File: config.mk
export PLATFORM = sky130hd
export DESIGN_NAME = pwr_rail_sequencer
export DESIGN_NICKNAME = d
export VERILOG_FILES = /design/src/rtl/pwr_rail_sequencer.sv
export SDC_FILE = /design/constraint.sdc
export NUM_CORES = 1
export LEC_CHECK = 0
export BUFFER_PORTS_ARGS = -buffer_cell sky130_fd_sc_hd__buf_2
export CORE_AREA = 8 8 74 76
export DETAILED_ROUTE_END_ITERATION = 8
export DIE_AREA = 0 0 82 84
export HOLD_SLACK_MARGIN = 0.12
export PLACE_DENSITY = 0.67
export SYNTH_ARGS = -nofsm -noshare
export SYNTH_HDL_FRONTEND = slang
export SYNTH_SLANG_ARGS = --single-unit
File: constraint.sdc
create_clock -name iClk -period 4.4 [get_ports iClk]
set_clock_uncertainty 0.1 [all_clocks]
set_input_delay 0.88 -clock iClk [delete_from_list [all_inputs] [get_ports iClk]]
set_output_delay 0.88 -clock iClk [all_outputs]
set_load 0.02 [all_outputs]
File: src/rtl/pwr_rail_sequencer.sv
// Ordered power-up/power-down engine for NUM_RAILS rails, with PWROK generation and fault latch.
// Optional feature macro: PWRSEQ_AUTO_RETRY_EN (bounded automatic retry out of FAULT).
module pwr_rail_sequencer #(
    parameter int unsigned NUM_RAILS  = 4,
    parameter int unsigned RAIL_DLY   = 60,
    parameter int unsigned PG_TIMEOUT = 334,
    parameter int unsigned PWROK_DLY  = 3334,
    parameter int unsigned OFF_DLY    = 34,
    parameter int unsigned RETRY_DLY  = 6667,
    localparam int unsigned IDX_W     = (NUM_RAILS > 1) ? $clog2(NUM_RAILS) : 1
) (
    input  logic                 iClk,
    input  logic                 iRst,
    input  logic                 iPwrReq,
    input  logic [NUM_RAILS-1:0] iPwrGd,
    output logic [NUM_RAILS-1:0] oRailEn,
    output logic                 oPwrOk,
    output logic                 oFault,
    output logic [IDX_W-1:0]     oFaultRail
);

    localparam int unsigned MAX_A   = (RAIL_DLY > PG_TIMEOUT) ? RAIL_DLY : PG_TIMEOUT;
    localparam int unsigned MAX_B   = (PWROK_DLY > OFF_DLY) ? PWROK_DLY : OFF_DLY;
    localparam int unsigned MAX_C   = (MAX_A > MAX_B) ? MAX_A : MAX_B;
    localparam int unsigned MAX_DLY = (MAX_C > RETRY_DLY) ? MAX_C : RETRY_DLY;
    localparam int unsigned CNT_W   = $clog2(MAX_DLY + 1);

    localparam logic [CNT_W-1:0] RAIL_LAST  = CNT_W'(RAIL_DLY - 1);
    localparam logic [CNT_W-1:0] TO_LAST    = CNT_W'(PG_TIMEOUT - 1);
    localparam logic [CNT_W-1:0] PWROK_LAST = CNT_W'(PWROK_DLY - 1);
    localparam logic [CNT_W-1:0] OFF_LAST   = CNT_W'(OFF_DLY - 1);
`ifdef PWRSEQ_AUTO_RETRY_EN
    localparam logic [CNT_W-1:0] RETRY_LAST = CNT_W'(RETRY_DLY - 1);
`endif
    localparam logic [IDX_W-1:0] LAST_IDX   = IDX_W'(NUM_RAILS - 1);

    typedef enum logic [2:0] {
        ST_OFF,
        ST_RAIL_ON,
        ST_RAIL_DLY,
        ST_PWROK_WT,
        ST_ON,
        ST_RAIL_OFF,
        ST_FAULT
    } state_t;

    state_t               state_q, state_d;
    logic                 req_s1_q, req_s2_q;
    logic [NUM_RAILS-1:0] pg_s1_q, pg_s2_q;
    logic [CNT_W-1:0]     cnt_q, cnt_d;
    logic [IDX_W-1:0]     idx_q, idx_d;
    logic [NUM_RAILS-1:0] en_q, en_d;
    logic                 pwrok_q, pwrok_d;
    logic                 fault_q, fault_d;
    logic [IDX_W-1:0]     frail_q, frail_d;
`ifdef PWRSEQ_AUTO_RETRY_EN
    logic [1:0]           retry_q, retry_d;
`endif

    logic                 lost_any;
    logic [IDX_W-1:0]     lost_idx;
    logic                 active;
    logic                 timeout;

    // Rails 0..k enabled, everything above off.
    function automatic logic [NUM_RAILS-1:0] en_mask(input logic [IDX_W-1:0] k);
        logic [NUM_RAILS-1:0] m;
        for (int unsigned i = 0; i < NUM_RAILS; i++) begin
            m[i] = (i <= 32'(k));
        end
        return m;
    endfunction

    always_ff @(posedge iClk) begin
        if (iRst) begin
            req_s1_q <= 1'b0;
            req_s2_q <= 1'b0;
            pg_s1_q  <= '0;
            pg_s2_q  <= '0;
        end else begin
            req_s1_q <= iPwrReq;
            req_s2_q <= req_s1_q;
            pg_s1_q  <= iPwrGd;
            pg_s2_q  <= pg_s1_q;
        end
    end

    // Confirmed rails: below idx while waiting for PG[idx], up to and including idx afterwards.
    always_comb begin
        lost_any = 1'b0;
        lost_idx = '0;
        for (int unsigned i = 0; i < NUM_RAILS; i++) begin
            if (!lost_any && !pg_s2_q[i] &&
                ((i < 32'(idx_q)) || ((state_q != ST_RAIL_ON) && (i == 32'(idx_q))))) begin
                lost_any = 1'b1;
                lost_idx = IDX_W'(i);
            end
        end
    end

    always_comb begin
        state_d = state_q;
        cnt_d   = cnt_q + 1'b1;
        idx_d   = idx_q;
        en_d    = en_q;
        pwrok_d = pwrok_q;
        fault_d = fault_q;
        frail_d = frail_q;
`ifdef PWRSEQ_AUTO_RETRY_EN
        retry_d = retry_q;
`endif
        active  = state_q inside {ST_RAIL_ON, ST_RAIL_DLY, ST_PWROK_WT, ST_ON};
        timeout = (state_q == ST_RAIL_ON) && !pg_s2_q[idx_q] && (cnt_q == TO_LAST);

        if (active && (lost_any || timeout)) begin
            state_d = ST_FAULT;
            cnt_d   = '0;
            en_d    = '0;
            pwrok_d = 1'b0;
            fault_d = 1'b1;
            frail_d = lost_any ? lost_idx : idx_q;
        end else if (active && !req_s2_q) begin
            // idx always names the highest enabled rail, so it is dropped on this edge.
            cnt_d   = '0;
            pwrok_d = 1'b0;
            if (idx_q == '0) begin
                state_d = ST_OFF;
                en_d    = '0;
            end else begin
                state_d = ST_RAIL_OFF;
                idx_d   = idx_q - 1'b1;
                en_d    = en_mask(idx_q - 1'b1);
            end
        end else begin
            case (state_q)
                ST_OFF: begin
                    if (req_s2_q) begin
                        state_d = ST_RAIL_ON;
                        cnt_d   = '0;
                        idx_d   = '0;
                        en_d    = en_mask('0);
                    end
                end
                ST_RAIL_ON: begin
                    if (pg_s2_q[idx_q]) begin
                        state_d = (idx_q == LAST_IDX) ? ST_PWROK_WT : ST_RAIL_DLY;
                        cnt_d   = '0;
                    end
                end
                ST_RAIL_DLY: begin
                    if (cnt_q == RAIL_LAST) begin
                        state_d = ST_RAIL_ON;
                        cnt_d   = '0;
                        idx_d   = idx_q + 1'b1;
                        en_d    = en_mask(idx_q + 1'b1);
                    end
                end
                ST_PWROK_WT: begin
                    if (cnt_q == PWROK_LAST) begin
                        state_d = ST_ON;
                        cnt_d   = '0;
                        pwrok_d = 1'b1;
                    end
                end
                ST_RAIL_OFF: begin
                    if (cnt_q == OFF_LAST) begin
                        cnt_d = '0;
                        if (idx_q == '0) begin
                            state_d = ST_OFF;
                            en_d    = '0;
                        end else begin
                            idx_d = idx_q - 1'b1;
                            en_d  = en_mask(idx_q - 1'b1);
                        end
                    end
                end
                ST_FAULT: begin
                    if (!req_s2_q) begin
                        state_d = ST_OFF;
                        cnt_d   = '0;
                        idx_d   = '0;
                        fault_d = 1'b0;
                        frail_d = '0;
`ifdef PWRSEQ_AUTO_RETRY_EN
                    end else if ((retry_q != 2'd3) && (cnt_q == RETRY_LAST)) begin
                        state_d = ST_RAIL_ON;
                        cnt_d   = '0;
                        idx_d   = '0;
                        en_d    = en_mask('0);
                        fault_d = 1'b0;
                        frail_d = '0;
                        retry_d = retry_q + 1'b1;
`endif
                    end
                end
                default: ;
            endcase
        end

`ifdef PWRSEQ_AUTO_RETRY_EN
        if ((state_d == ST_OFF) || (state_d == ST_ON)) begin
            retry_d = '0;
        end
`endif
    end

    always_ff @(posedge iClk) begin
        if (iRst) begin
            state_q <= ST_OFF;
            cnt_q   <= '0;
            idx_q   <= '0;
            en_q    <= '0;
            pwrok_q <= 1'b0;
            fault_q <= 1'b0;
            frail_q <= '0;
`ifdef PWRSEQ_AUTO_RETRY_EN
            retry_q <= '0;
`endif
        end else begin
            state_q <= state_d;
            cnt_q   <= cnt_d;
            idx_q   <= idx_d;
            en_q    <= en_d;
            pwrok_q <= pwrok_d;
            fault_q <= fault_d;
            frail_q <= frail_d;
`ifdef PWRSEQ_AUTO_RETRY_EN
            retry_q <= retry_d;
`endif
        end
    end

    assign oRailEn    = en_q;
    assign oPwrOk     = pwrok_q;
    assign oFault     = fault_q;
    assign oFaultRail = frail_q;

endmodule

After elaboration in Yosys (flattened, before gate mapping):

Index checks and enable logic that the tools add are counted.
W data, S select, Z words.

* register bits: 36
* bits in latches: 0
* bits in writable memories: 0
* bits in read-only memories: 0
* input port bits: 7
* output and inout port bits: 8
* logic and storage cells: 150
* memories: 0

* $add $sub $neg: 3
* $mul: 0
* div/mod/pow operators: 0
* order comparisons: 10
* equal/unequal tests: 31
* shift operators: 0
* muxes and demuxes: 49
* bitwise logic cells: 1
* reduce and logical (&&, ||, !) cells: 44

Operators with widths (number)
* $mux W13: 6
* $pmux W13 S6: 1
* $mux W3: 10
* $eq A13 B6 Y1 const B: 2
* $mux W2: 12
* $mux W4: 5
* $pmux W3 S6: 1
* $ne A4 B4 Y1 const B: 4
* $reduce_and A8 Y1: 2
* $logic_and A1 B1 Y1: 15
* $add A13 B1 Y13 const B: 1
* $eq A13 B12 Y1 const B: 1
* $eq A13 B9 Y1 const B: 1
* $ne A3 B1 Y1 const B: 4
* $ne A3 B3 Y1 const B: 4
* $ne A4 B1 Y1 const B: 3
* $pmux W4 S3: 1
* $mux W1: 11
* $eq A3 B3 Y1 const B: 3
* $logic_not A1 Y1: 9
* $le A2 B2 Y1 const A: 4
* $pmux W2 S4: 1
* $reduce_bool A4 Y1: 2
* $reduce_bool A8 Y1: 1
* 27 further kinds: 34

Longest topological paths before layout:

* depth in word-level cells: 21
* gate-level depth with buffers: 9
* gate-level depth less buffers: 8

Worst setup path after synthesis:

OpenSTA, ideal clock, no wires.

* path kind: reg-to-reg
* from: reg idx_q[0]
* to: reg frail_q[1] (netlist: oFaultRail[1])
* setup time: 0.070 ns
* data arrival time: 2.024 ns
* required time: 4.230 ns
* path slack: 2.206 ns
* stages on the path, launching flop included: 6
* path buffers: 0
* clock period less this slack: 2.194 ns
* cells stage by stage: dfxtp_1 mux4_2 nor4b_4 o21ai_2 or4b_1 a21oi_1

* word-level cells in the longest chain between the ends: 21
* elaborated cells between the ends (all ways): 43
* classes of those cells: order compare: 3; eq/ne: 5; mux: 10; reduce/logical: 25

Ends and longest elaborated chain
* from (decl): line 51 `logic [IDX_W-1:0] idx_q, idx_d;`
* from (signal assigned): line 222 `idx_q <= idx_d;`
* branches (longest 21 deep; another with $lt A1 B2 Y1)
* to (signal assigned): line 226 `frail_q <= frail_d;`
* to (decl): line 55 `logic [IDX_W-1:0] frail_q, frail_d;`

Several ways; the timed one is not identified. The select of a mux whose other input is x is not followed.
A chain may end at the register's enable or synchronous reset.

Final worst setup path:

* from: reg state_q[0]
* to: reg en_q[3] (netlist: oRailEn[3])

* word-level cells in the longest chain between the ends: 20
* elaborated cells between the ends (all ways): 42
* classes of those cells: eq/ne: 9; mux: 6; reduce/logical: 27

Ends and longest elaborated chain
* from (decl): line 47 `state_t state_q, state_d;`
* from (signal assigned): line 220 `state_q <= state_d;`
* $ne A3 B1 Y1: line 94 `((i < 32'(idx_q)) || ((state_q != ST_RAIL_ON) && (i == 32'(idx_q))))) begin`
* $logic_and A1 B1 Y1: line 94
* $logic_or A1 B1 Y1: line 94
* $logic_and A1 B1 Y1: line 93 `if (!lost_any && !pg_s2_q[i] &&`
* $mux W1: line 93
* $logic_not A1 Y1: line 93
* $logic_and A1 B1 Y1 (2 in series): line 93
* $mux W1: line 93
* $logic_not A1 Y1: line 93
* $logic_and A1 B1 Y1 (2 in series): line 93
* $mux W1: line 93
* $logic_not A1 Y1: line 93
* $logic_and A1 B1 Y1 (2 in series): line 93
* $mux W1: line 93
* $logic_or A1 B1 Y1: line 115 `if (active && (lost_any || timeout)) begin`
* $logic_and A1 B1 Y1: line 115
* $reduce_or A2 Y1 (no line)
* to (signal assigned): line 223 `en_q <= en_d;`
* to (decl): line 52 `logic [NUM_RAILS-1:0] en_q, en_d;`

Several ways; a longest one is shown, not always the timed one.

==> run_results.csv <==
group,metric,value,unit
status,status,"finished, final reports clean",
clock_network,htreeDepth,2,
clock_network,cts-resized-gates,0,
grt,overflow,0,
cells_and_area,fill_cells,407,
clock_network,cts_buffers,5,
clock_network,cts_tree,"built",
timing,tightest_slew,0.654,ns
timing,hold_viol_final,0,
setup_path,worstPathMaxFanout,22,
grt,grt_start_max_net_pins,23,
setup_path,cp.arrival,2.86,ns
synth,yosysWarningCount,0,
min_path,min_delay_path_depth,1,
setup_path,end_kind,"flip-flop",
grt,antenna_found_initial,0,
floorplanning,die-width,82,um
placed_design,port_buffers,14,
power_and_ir_drop,p_leak,0.847,nW
floorplanning,core,4260,um2
power_and_ir_drop,vdd_drop_max,0.000272,V
power_and_ir_drop,finalPower,1.36,mW
cells_and_area,area_growth,7.10,%
timing,setup_viol,0,
placed_design,place_congestion,0.835,
floorplanning,ioPinCount,15,
floorplanning,initial_utilization,48.7,%
setup_path,rr_startpoint,"state_q[0]",
clock_network,cts.path.max_buffers,2,
clock_network,cts_sinks,36,
detailed_routing,drtIter0Drc,172,
setup_path,reg2reg_depth,6,
cells_and_area,layout-drive-gt1-share,13.3,%
min_path,holdCritStartpoint,"pg_s1_q[0]",
timing,fin_crit_sh,62.2,%
cells_and_area,layout_common_cells,"dfxtp_1 (36), nor2_1 (32), nand2_1 (14), a21oi_1 (14), buf_2 (14)",
synth,async_flop_share,0,%
power_and_ir_drop,p_per_area,612,nW/um2
synth,synth-seq-area-share,34.7,%
setup_path,cp.required,4.52,ns
clock_network,clkTransAtPathRegs,0.07,ns
synth,synth_top_cell_by_area,"dfxtp_1",
timing,fin_tns_setup,0,ns
detailed_routing,totalWireLength,4.28,mm
floorplanning,die_area,6890,um2
clock_network,clk_latency,0.29,ns
min_path,hold_class,"flip-flop to flip-flop",
cells_and_area,nets,264,
detailed_routing,drt_pass1_iterations,4,
synth,ys_seq_elements,36,
timing,rsz0062_at_grt,"false",
clock_network,cts-root-buf,"clkbuf_8",
synth,synth.top_cell.area_share,34.7,%
synth,synth_nets,256,
clock_network,post_cts_buffers,0,
detailed_routing,drc_errors,0,
detailed_routing,via_count,1723,
synth,yosys.cell_types.count,57,
grt,grt_pass1_vias,1563,
detailed_routing,viasPerCell,5.72,
detailed_routing,antenna_left,0,
clock_network,hold_buffers,0,
grt,grt_util_all_layers,13.1,%
timing,slew_headroom,56.3,%
setup_path,startpoint,"state_q[0]",
floorplanning,die_h,84,um
setup_path,critical_path_class,"flip-flop to flip-flop",
placed_design,dp_hpwl,3.12,mm
run,cap_viol_max_count,0,
timing,slew_violations,0,
synth,synth.cell_area,2080,um2
grt,grt_pass1_wl,7.27,mm
synth,synth_edf_count,0,
timing,timing.fmax,366,MHz
synth,synth_area_leaders,"dfxtp_1 (35%), nor2_1 (5.8%), ha_1 (5.4%)",
detailed_routing,wire_per_inst,14.2,um
floorplanning,rows,24,
cells_and_area,final_common_cell,"dfxtp_1",
cells_and_area,post-route-util,52.2,%
synth,synthCells,240,
timing,finalCriticalPeriod,2.74,ns
cells_and_area,antennaDiodeCount,0,
synth,synth.avg_cell_area,8.66,um2
synth,ys.flop_type,"dfxtp_1",
setup_path,critPathLaunchType,"flip-flop",
[path summary, 6_finish.rpt]
kind	endpoint	slack [ns]
worst max-delay path	oRailEn[3]	1.66
worst min-delay path	pg_s2_q[0]	0.33
worst max register to register	oRailEn[3]	1.66
worst min register to register	pg_s2_q[0]	0.33
[layer usage]
layer  up-vias  part of all wire [%]  GRT usage (%)
met5         -                     0              0
met2        32                    44           18.4
li1        873                     -              -
met1       808                    50           17.8
met3        10                   4.5           4.09
met4         0                   2.1           5.11
[power breakdown]
part / switching [mW] / leakage (nW) / internal [mW] / total (mW)
combinational: 0.389 / 0.508 / 0.260 / 0.649
sequential: 0.105 / 0.294 / 0.373 / 0.478
clock: 0.109 / 0.0455 / 0.128 / 0.236
total: 0.603 / 0.847 / 0.760 / 1.36
[cells by family after synthesis]
family	share of synthesized area (%)
multiplexers	3.49
adder cells (fa/ha/maj)	5.90
AND/OR/NAND/NOR	27.5
XOR/XNOR	4.64
flip-flops	34.7
buffers and inverters	5.18
AO/OA/AOI/OAI	18.6
[registers in the layout, indices dropped and copies added, names as in the netlist, 2 cells and up]
signal and count:
idx_q 2, pg_s2_q 4, oFaultRail 2, cnt_q 13, oRailEn 4, pg_s1_q 4, state_q 3
[final cells by class]
type                       instances  area [um2]  area share, %
sequential                        36         721           32.4
tap                               52        65.1           2.92
multi-input combinational        183        1250           56.2
clock buffer                       8        90.1           4.05
inverter                           8        30.0           1.35
timing repair buffer              14        70.1           3.15
[cell usage after synthesis (2+ instances only)]
cell type	n
mux2i_1	5
and4bb_2	2
a311oi_1	2
nor2_1	32
or3_1	3
nor3_1	2
nand2_1	14
nand3_1	9
a21o_1	2
and3_1	5
dfxtp_1	36
buf_6	3
a211oi_1	4
and4b_1	2
a31oi_1	3
nand3b_1	2
a22oi_1	3
xnor2_1	6
inv_1	8
o32ai_1	3
nor2b_1	12
clkbuf_1	6
nand2b_1	5
clkbuf_2	2
a21oi_1	14
o21ai_0	8
xor2_1	5
ha_1	9
o211ai_1	3
a211o_1	3
[critical path, stage by stage, from the launching register on]
cell	delay, ns
dfxtp_1	0.74
nor3b_4	0.49
a211oi_1	0.17
a211o_1	0.33
o21ai_2	0.42
nand2_1	0.24
nor2_1	0.17
[metrics by stage]
stage	instance area (um2)	cells	setup slack (ns)	hold WS [ns]
final	2230	301	1.66	0.334
after global routing	2230	301	1.45	0.357
after CTS	2230	301	1.70	0.340
after detailed placement	2140	293	1.73	0.325
after global placement	2140	293	1.72	0.314
after floorplan	2080	240	2.21	0.314
Note: power is estimated with default switching activity, not from simulation.
